[config.mk]
export PLATFORM = sky130hd
export DESIGN_NAME = dma_bus_arbiter_flat
export DESIGN_NICKNAME = d
export VERILOG_FILES = /design/src/rtl/dma_bus_arbiter_if.sv /design/src/rtl/dma_bus_arbiter.sv /design/src/flat_wrapper.sv
export SDC_FILE = /design/constraint.sdc
export NUM_CORES = 1
export LEC_CHECK = 0
export CAP_MARGIN = 15
export CELL_PAD_IN_SITES_DETAIL_PLACEMENT = 1
export CELL_PAD_IN_SITES_GLOBAL_PLACEMENT = 1
export CORE_ASPECT_RATIO = 1.2
export CORE_MARGIN = 2
export CORE_UTILIZATION = 32
export CTS_CLUSTER_SIZE = 12
export DETAILED_ROUTE_END_ITERATION = 8
export PLACE_DENSITY_LB_ADDON = 0.2
export SYNTH_ARGS = -nofsm -noshare
export SYNTH_HDL_FRONTEND = slang
export SYNTH_SLANG_ARGS = --single-unit
[constraint.sdc]
create_clock -name clk -period 3.55 [get_ports clk]
set_input_delay 0.8875 -clock clk [delete_from_list [all_inputs] [get_ports clk]]
set_output_delay 0.8875 -clock clk [all_outputs]
set_load 0.02 [all_outputs]
[src/rtl/dma_bus_arbiter_if.sv]
// Signal bundle between the sm83 bus port, the system memory fabric and the OAM write port.
// The arbiter uses the master modport; the core/fabric/OAM side uses the slave modport.
interface dma_bus_arbiter_if;
  logic [15:0] cpu_addr;
  logic [7:0]  cpu_wdata;
  logic        cpu_write;
  logic [7:0]  cpu_rdata;
  logic [15:0] mem_addr;
  logic [7:0]  mem_wdata;
  logic        mem_write;
  logic [7:0]  mem_rdata;
  logic [7:0]  oam_addr;
  logic [7:0]  oam_wdata;
  logic        oam_write;
  logic        dma_active;

  modport master (
    input  cpu_addr, cpu_wdata, cpu_write, mem_rdata,
    output cpu_rdata, mem_addr, mem_wdata, mem_write,
    output oam_addr, oam_wdata, oam_write, dma_active
  );

  modport slave (
    output cpu_addr, cpu_wdata, cpu_write, mem_rdata,
    input  cpu_rdata, mem_addr, mem_wdata, mem_write,
    input  oam_addr, oam_wdata, oam_write, dma_active
  );
endinterface

[src/rtl/dma_bus_arbiter.sv]
// CPU/fabric arbiter owning the OAM DMA register at 0xFF46 and the 160-byte OAM copy engine.
// Define DMA_BUS_CONFLICT_EN to return the in-flight DMA byte on blocked CPU reads during a transfer.
module dma_bus_arbiter #(
  parameter int DMA_LEN     = 160,
  parameter int START_DELAY = 1
) (
  input  logic              clk,
  input  logic              rst,
  dma_bus_arbiter_if.master bus
);
  localparam int            CW      = $clog2(DMA_LEN);
  localparam logic [CW-1:0] LAST    = CW'(DMA_LEN - 1);
  localparam logic [15:0]   DMA_REG = 16'hFF46;

  typedef enum logic [1:0] {IDLE, START, XFER} state_t;

  state_t        state, state_d;
  logic [7:0]    src_reg, src_d;
  logic [1:0]    delay, delay_d;
  logic [CW-1:0] count, count_d;
  logic          pipe_valid, pipe_valid_d;
  logic [7:0]    pipe_data, pipe_data_d;
  logic [7:0]    pipe_idx, pipe_idx_d;

  logic reg_hit, reg_write, hram, dma_owns;

  assign reg_hit   = (bus.cpu_addr == DMA_REG);
  assign reg_write = reg_hit && bus.cpu_write;
  assign hram      = (bus.cpu_addr >= 16'hFF80) && (bus.cpu_addr <= 16'hFFFE);
  // An HRAM access during XFER borrows the fabric for that clock; the DMA read retries next clock.
  assign dma_owns  = (state == XFER) && !hram;

  // NOTE: every always_comb output gets a default first so no path leaves it unassigned (no latches).
  always_comb begin
    state_d      = state;
    src_d        = src_reg;
    delay_d      = delay;
    count_d      = count;
    pipe_valid_d = 1'b0;
    pipe_data_d  = pipe_data;
    pipe_idx_d   = pipe_idx;

    case (state)
      IDLE: ;
      START: begin
        if (delay == 2'd0) begin
          state_d = XFER;
          count_d = '0;
        end else begin
          delay_d = delay - 2'd1;
        end
      end
      XFER: begin
        if (dma_owns) begin
          pipe_valid_d = 1'b1;
          pipe_data_d  = bus.mem_rdata;
          pipe_idx_d   = 8'(count);
          if (count == LAST) begin
            state_d = IDLE;
            count_d = '0;
          end else begin
            count_d = count + CW'(1);
          end
        end
      end
      default: state_d = IDLE;
    endcase

    // A register write (re)starts the transfer from any state; a byte already read still lands.
    if (reg_write) begin
      src_d   = bus.cpu_wdata;
      delay_d = 2'(START_DELAY - 1);
      count_d = '0;
      state_d = START;
    end
  end

  // NOTE: sequential state uses non-blocking assignments so all registers update together.
  always_ff @(posedge clk or negedge rst) begin
    if (!rst) begin
      state      <= IDLE;
      src_reg    <= 8'h00;
      delay      <= 2'd0;
      count      <= '0;
      pipe_valid <= 1'b0;
      pipe_data  <= 8'h00;
      pipe_idx   <= 8'h00;
    end else begin
      state      <= state_d;
      src_reg    <= src_d;
      delay      <= delay_d;
      count      <= count_d;
      pipe_valid <= pipe_valid_d;
      pipe_data  <= pipe_data_d;
      pipe_idx   <= pipe_idx_d;
    end
  end

  always_comb begin
    bus.mem_addr   = dma_owns ? {src_reg, 8'(count)} : bus.cpu_addr;
    bus.mem_wdata  = bus.cpu_wdata;
    bus.mem_write  = bus.cpu_write && !reg_hit && ((state == IDLE) || hram);
    bus.oam_write  = pipe_valid;
    bus.oam_addr   = pipe_idx;
    bus.oam_wdata  = pipe_data;
    bus.dma_active = (state != IDLE) || pipe_valid || reg_write;

    if (reg_hit)
      bus.cpu_rdata = src_reg;
    else if ((state == IDLE) || hram)
      bus.cpu_rdata = bus.mem_rdata;
`ifdef DMA_BUS_CONFLICT_EN
    else if (state == XFER)
      bus.cpu_rdata = bus.mem_rdata;
`endif
    else
      bus.cpu_rdata = 8'hFF;
  end
endmodule

[src/flat_wrapper.sv]
// flat-port wrapper written by rule: the top's interface ports become plain ports
module dma_bus_arbiter_flat 
#(
  parameter int DMA_LEN     = 160,
  parameter int START_DELAY = 1
)
  (clk, rst, bus_cpu_addr, bus_cpu_wdata, bus_cpu_write, bus_mem_rdata, bus_cpu_rdata, bus_mem_addr, bus_mem_wdata, bus_mem_write, bus_oam_addr, bus_oam_wdata, bus_oam_write, bus_dma_active);
  dma_bus_arbiter_if bus_i ();
  input  logic clk;
  input  logic rst;
  input wire logic [$bits(bus_i.cpu_addr)-1:0] bus_cpu_addr;
  input wire logic [$bits(bus_i.cpu_wdata)-1:0] bus_cpu_wdata;
  input wire logic [$bits(bus_i.cpu_write)-1:0] bus_cpu_write;
  input wire logic [$bits(bus_i.mem_rdata)-1:0] bus_mem_rdata;
  output wire logic [$bits(bus_i.cpu_rdata)-1:0] bus_cpu_rdata;
  output wire logic [$bits(bus_i.mem_addr)-1:0] bus_mem_addr;
  output wire logic [$bits(bus_i.mem_wdata)-1:0] bus_mem_wdata;
  output wire logic [$bits(bus_i.mem_write)-1:0] bus_mem_write;
  output wire logic [$bits(bus_i.oam_addr)-1:0] bus_oam_addr;
  output wire logic [$bits(bus_i.oam_wdata)-1:0] bus_oam_wdata;
  output wire logic [$bits(bus_i.oam_write)-1:0] bus_oam_write;
  output wire logic [$bits(bus_i.dma_active)-1:0] bus_dma_active;
  assign bus_i.cpu_addr = bus_cpu_addr;
  assign bus_i.cpu_wdata = bus_cpu_wdata;
  assign bus_i.cpu_write = bus_cpu_write;
  assign bus_i.mem_rdata = bus_mem_rdata;
  assign bus_cpu_rdata = bus_i.cpu_rdata;
  assign bus_mem_addr = bus_i.mem_addr;
  assign bus_mem_wdata = bus_i.mem_wdata;
  assign bus_mem_write = bus_i.mem_write;
  assign bus_oam_addr = bus_i.oam_addr;
  assign bus_oam_wdata = bus_i.oam_wdata;
  assign bus_oam_write = bus_i.oam_write;
  assign bus_dma_active = bus_i.dma_active;
  dma_bus_arbiter #(.DMA_LEN(DMA_LEN), .START_DELAY(START_DELAY)) u_core (.clk(clk), .rst(rst), .bus(bus_i));
endmodule
==> Yosys cells after proc, flatten, opt, wreduce, memory -nomap -nowiden <==
Cells that the tools add are included.
{ "op_classes": {"n_eq_ne": 9, "n_reduce_logical": 19, "add_sub_neg": 2, "mux": 18, "order_cmp": 2} }
{ "op_table": {"columns": ["cell", "n"], "rows": [
  ["two-way mux 8 bit", 6],
  ["== test 16 bit, second input constant", 1],
  ["greater-or-equal comparator 16 bit, second input constant", 1],
  ["<= comparator 16 bit, second input constant", 1],
  ["two-way mux 16 bit", 1],
  ["one-hot mux 8 bit (2 select lines)", 1],
  ["two-way mux 2 bit", 7],
  ["adder 8 x 1 -> 8 bit, second input constant", 1],
  ["== test 8 bit, second input constant", 1],
  ["inequality test 3 x 1 -> 1 bit, second input constant", 2],
  ["one-hot mux 2 bit (3 select lines)", 1],
  ["logical AND 1 bit", 5],
  ["logical NOT 2 bit", 2],
  ["inequality test 2 x 1 -> 1 bit, second input constant", 2],
  ["AND reduction 2 bit", 2],
  ["AND reduction 4 bit", 1],
  ["nonzero test 2 bit", 2],
  ["logical OR 1 bit", 3],
  ["inequality test 3 x 2 -> 1 bit, second input constant", 1],
  ["AND reduction 3 bit", 1],
  ["nonzero test 3 bit", 1],
  ["== test 2 x 1 -> 1 bit, second input constant", 1],
  ["== test 2 bit, second input constant", 1],
  ["logical NOT 1 bit", 2],
  ["other kinds (2)", 3]
]} }
{ "word_totals": {"input_bits": 35, "output_inout_bits": 51, "wordCells": 57, "regBits": 37} }

==> Logic depth before layout (Yosys ltp) <==
{ "logic_depth": {"word_depth": 7, "mapped_depth": 8, "mapped_depth_nobuf": 7} }

==> Worst setup path before layout <==
No wires, ideal clock.
{ "synth_timing": {"kind": "in2out", "start": "input bus_cpu_addr[0]", "end": "output bus_mem_addr[0]", "path_buffers": 2, "arrival_ps": 2376, "t_required_ps": 2663, "path_slack_ps": 286, "cell_stages": 6, "path_cell_list": "and4_4 > a2111oi_4 > nand2b_1 > buf_6 > buf_6 > mux2_1"} }
{ "synth_between": {"elab_chain_len": 5, "elab_cells_between_ends": 6, "classes_between": "order compare (2); mux (1); reduce/logical (3)"} }
{ "synth_rtl": {"columns": ["item", "line", "source"], "rows": [
  ["from (decl)", "flat_wrapper.sv:11", "input wire logic [$bits(bus_i.cpu_addr)-1:0] bus_cpu_addr;"],
  ["greater-or-equal comparator 16 bit / <= comparator 16 bit (equally long branches)", "dma_bus_arbiter.sv:29", "assign hram = (bus.cpu_addr >= 16'hFF80) && (bus.cpu_addr <= 16'hFFFE);"],
  ["logical AND 1 bit", "dma_bus_arbiter.sv:29", null],
  ["logical NOT 1 bit", "dma_bus_arbiter.sv:31", "assign dma_owns = (state == XFER) && !hram;"],
  ["logical AND 1 bit", "dma_bus_arbiter.sv:31", null],
  ["two-way mux 16 bit (*)", "dma_bus_arbiter.sv:100", "bus.mem_addr = dma_owns ? {src_reg, 8'(count)} : bus.cpu_addr;"],
  ["to (decl)", "flat_wrapper.sv:16", "output wire logic [$bits(bus_i.mem_addr)-1:0] bus_mem_addr;"]
]} }
Every way passes the cells marked *; elsewhere a longest branch is shown, timed or not.

==> Worst setup path in the final report <==
{ "layout_timing": {"start": "input bus_cpu_addr[2]", "end": "output bus_mem_addr[2]"} }
Same word-level chain as after synthesis.

==> impl_metrics.env <==
export IMPL_period_needed_ns=3.495
export IMPL_cp_depth=8
export IMPL_worstMarginPinSlew_ns=0.8903
export IMPL_crit_path_end_kind="output port"
export IMPL_first_pass_iters=4
export IMPL_hold_class="reg -> reg"
export IMPL_htreeDepth=2
export IMPL_pre_cts_ws_ns=-0.5842
export IMPL_synth_top_flop_cell="dfrtp_1"
export IMPL_vias_per_cell=4.963
export IMPL_p_leak_nw=1.542
export IMPL_cts_root_buf="clkbuf_8"
export IMPL_slew_violations=0
export IMPL_vias=1861
export IMPL_final_setup_tns_ns=0
export IMPL_cts_path_max_buffers=2
export IMPL_synth_edff_count=0
export IMPL_cp_top_family="buffers and inverters"
export IMPL_path_clk_slew_ns=0.06
export IMPL_ys_seq_area_frac=0.4466
export IMPL_regArea_um2=925.9
export IMPL_crit_path_end="bus_mem_addr[2]"
export IMPL_syn_to_final_growth_pct=53.71
export IMPL_crit_type="in -> out"
export IMPL_powerDensity_mw_per_mm2=269.9
export IMPL_gr_total_overflow=0
export IMPL_antenna_found_initial=0
export IMPL_syn_area_mm2=0.002073
export IMPL_finalClockSkew_ns=0.006909
export IMPL_die_area_mm2=0.007142
export IMPL_status="finished clean"
export IMPL_worstPathCellList="clkdlybuf4s15_1 -> and3_4 -> a2111oi_4 -> nand2b_4 -> buf_6 -> buf_16 -> mux2_4 -> buf_4"
export IMPL_setup_worst_path_start="bus_cpu_addr[2]"
export IMPL_port_buffers=85
export IMPL_die_w_um=77.48
export IMPL_setup_viol=0
export IMPL_yosysWarningCount=0
export IMPL_n_antenna_cell=0
export IMPL_routedWlPerCell_um=18.18
export IMPL_nFillCells=699
export IMPL_reg2reg_to="u_core.count[6]"
export IMPL_required_ns=2.66
export IMPL_drt_wl_total_um=6817
export IMPL_r2r_slack_ns=1.37
export IMPL_synthArstFlopShare=1.000
export IMPL_crit_path_start_kind="input pin"
export IMPL_holdPathStages=2
export IMPL_global_route_usage_total=0.1974
export IMPL_clkLatencyLatePin_ns=0.29
export IMPL_dp_cells=362
export IMPL_netlist_instances=188
export IMPL_crit_slowest_cell="a2111oi_4"
export IMPL_cts_tree="built"
export IMPL_syn_num_nets=228
export IMPL_grt_max_degree=38
export IMPL_peakVddDrop_mv=0.1324
export IMPL_rows=32
export IMPL_drt_initial_drc_count=47
export IMPL_relSlewSlack=0.4065
export IMPL_reg2reg_depth=6
export IMPL_place_congestion=0.7354
export IMPL_start_util=0.3257
export IMPL_fin_cells=375
export IMPL_drcViolationCount=0
export IMPL_crit_fanout=5
export IMPL_cts_hold_buf=0
export IMPL_rsz0062_at_grt="no"
export IMPL_drtAntennaViolNets=0
export IMPL_crit_path_max_incr_delay_ns=0.37
export IMPL_r2r_start="u_core.state[0]"
export IMPL_synthDistinctLibCells=36
export IMPL_core_mm2=0.006366
export IMPL_avgSynthCellArea_um2=11.03
export IMPL_clock_sinks=37
export IMPL_finalHoldViolations=0
export IMPL_cts_buffers=5
export IMPL_dp_hpwl_um=5145
export IMPL_worst_endpoint_arrival_ns=2.61
export IMPL_first_global_vias=1994
export IMPL_crit_buf_inv=4
export IMPL_fmax_ghz=0.2861
export IMPL_totalPowerFinal_w=0.0008600
export IMPL_post_route_cells_drive_above_1_share=0.3172
export IMPL_die_y_um=92.18
export IMPL_ioPinCount=86
export IMPL_cap_violations=0
export IMPL_final_nets=330
export IMPL_post_route_period_util=0.9845
export IMPL_grt_pass1_wl_um=10960
export IMPL_synth_seq_cells=37
export IMPL_finalWorstSetupSlack_ns=0.05504
export IMPL_multi_input_area_mm2=0.001042
final cells by class:
cell class,count,area share
Clock buffer,7,0.02709
Inverter,10,0.01178
Multi-Input combinational cell,126,0.3271
Sequential cell,37,0.2905
Tap cell,85,0.03337
Timing Repair Buffer,110,0.3102
synth_stat cells (2+ instances only):
master / n / share of area
nand2b_1: 2 / 0.0060
mux2_1: 21 / 0.11
a21o_1: 3 / 0.011
ha_1: 5 / 0.030
nand2_1: 10 / 0.018
nand4_1: 3 / 0.0091
and3_1: 2 / 0.0060
mux2_2: 15 / 0.081
o22a_1: 8 / 0.034
clkbuf_1: 2 / 0.0036
o21ai_0: 9 / 0.022
inv_1: 10 / 0.018
buf_4: 8 / 0.029
nand3b_1: 4 / 0.014
nand3_1: 5 / 0.012
a21oi_1: 8 / 0.019
nor3_1: 2 / 0.0048
or4_1: 2 / 0.0072
nor2_1: 13 / 0.024
buf_6: 4 / 0.022
dfrtp_1: 37 / 0.45
cell families after synthesis:
| family | count (synthesis) | synth area share |
|---|---|---|
| simple gates | 47 | 0.1171 |
| fa+ha+maj | 5 | 0.03018 |
| xor+xnor | 1 | 0.004225 |
| mux | 36 | 0.1955 |
| buf+inv | 25 | 0.07483 |
| compound gates | 37 | 0.1316 |
| flops | 37 | 0.4466 |
layer usage:
metal	global-route usage	part of all wire	vias to the layer above
met5	0	0	-
met4	0.05357	0.010	0
met3	0.04823	0.046	5
met2	0.3580	0.53	61
met1	0.2300	0.41	919
li1	-	-	876
worst min-delay path, delay by kind of cell (launching register included):
kind / cells / cell delay (ns)
flops: 1 / 0.35
compound gates: 1 / 0.06
simple gates: 1 / 0.05
repair_timing:
item	4_1_cts	5_1_grt
gates cloned	1	0
pin swaps	3	1
setup buffers	5	0
endpoints found under the setup margin	26	21
gates resized for setup	141	23
metrics by stage:
step             util  hold slack [ns]  area, um^2
6_report       0.5006           0.4847        3187
5_1_grt        0.5006           0.5246        3187
4_1_cts        0.5100           0.4923        3247
3_5_place_dp   0.4835           0.4765        3078
3_3_place_gp   0.4835           0.4715        3078
2_1_floorplan       -           0.4786        2073
where the power goes:
group | switching [W] | total, W | leakage [nW] | internal (W)
registers | 0.00000169 | 0.000424 | 0.486 | 0.000422
clock network | 0.000146 | 0.000300 | 0.0443 | 0.000154
logic | 0.0000661 | 0.000136 | 1.01 | 0.0000698
cells in the final DEF (no fill, tap or decap), types with 3 or more instances in the layout:
cell / synthesis / final
a21o_1: 3 / 3
a21oi_1: 8 / 8
buf_2: 1 / 15
buf_4: 8 / 21
buf_6: 4 / 10
clkbuf_2: 0 / 5
clkbuf_8: 0 / 6
clkdlybuf4s15_1: 0 / 4
clkdlybuf4s50_1: 0 / 42
dfrtp_1: 37 / 37
dlygate4sd2_1: 0 / 9
ha_1: 5 / 5
inv_1: 10 / 9
mux2_1: 21 / 11
mux2_2: 15 / 15
mux2_4: 0 / 10
nand2_1: 10 / 10
nand3_1: 5 / 5
nand3b_1: 4 / 4
nand4_1: 3 / 3
nor2_1: 13 / 13
o21ai_0: 9 / 9
o22a_1: 8 / 8
worst min-delay path by stage:
stage,startpoint,end,slack [ns]
final,u_core.bus.oam_addr[7],u_core.bus.oam_addr[7],0.48
after CTS,u_core.bus.oam_addr[7],u_core.bus.oam_addr[7],0.49
after floorplan,u_core.state[0],u_core.state[0],0.48
after global placement,u_core.bus.oam_addr[7],u_core.bus.oam_addr[7],0.47
after detailed placement,u_core.bus.oam_addr[7],u_core.bus.oam_addr[7],0.48
after global routing,u_core.bus.oam_addr[6],u_core.bus.oam_addr[6],0.52
Power figures use the tool's default switching activity.
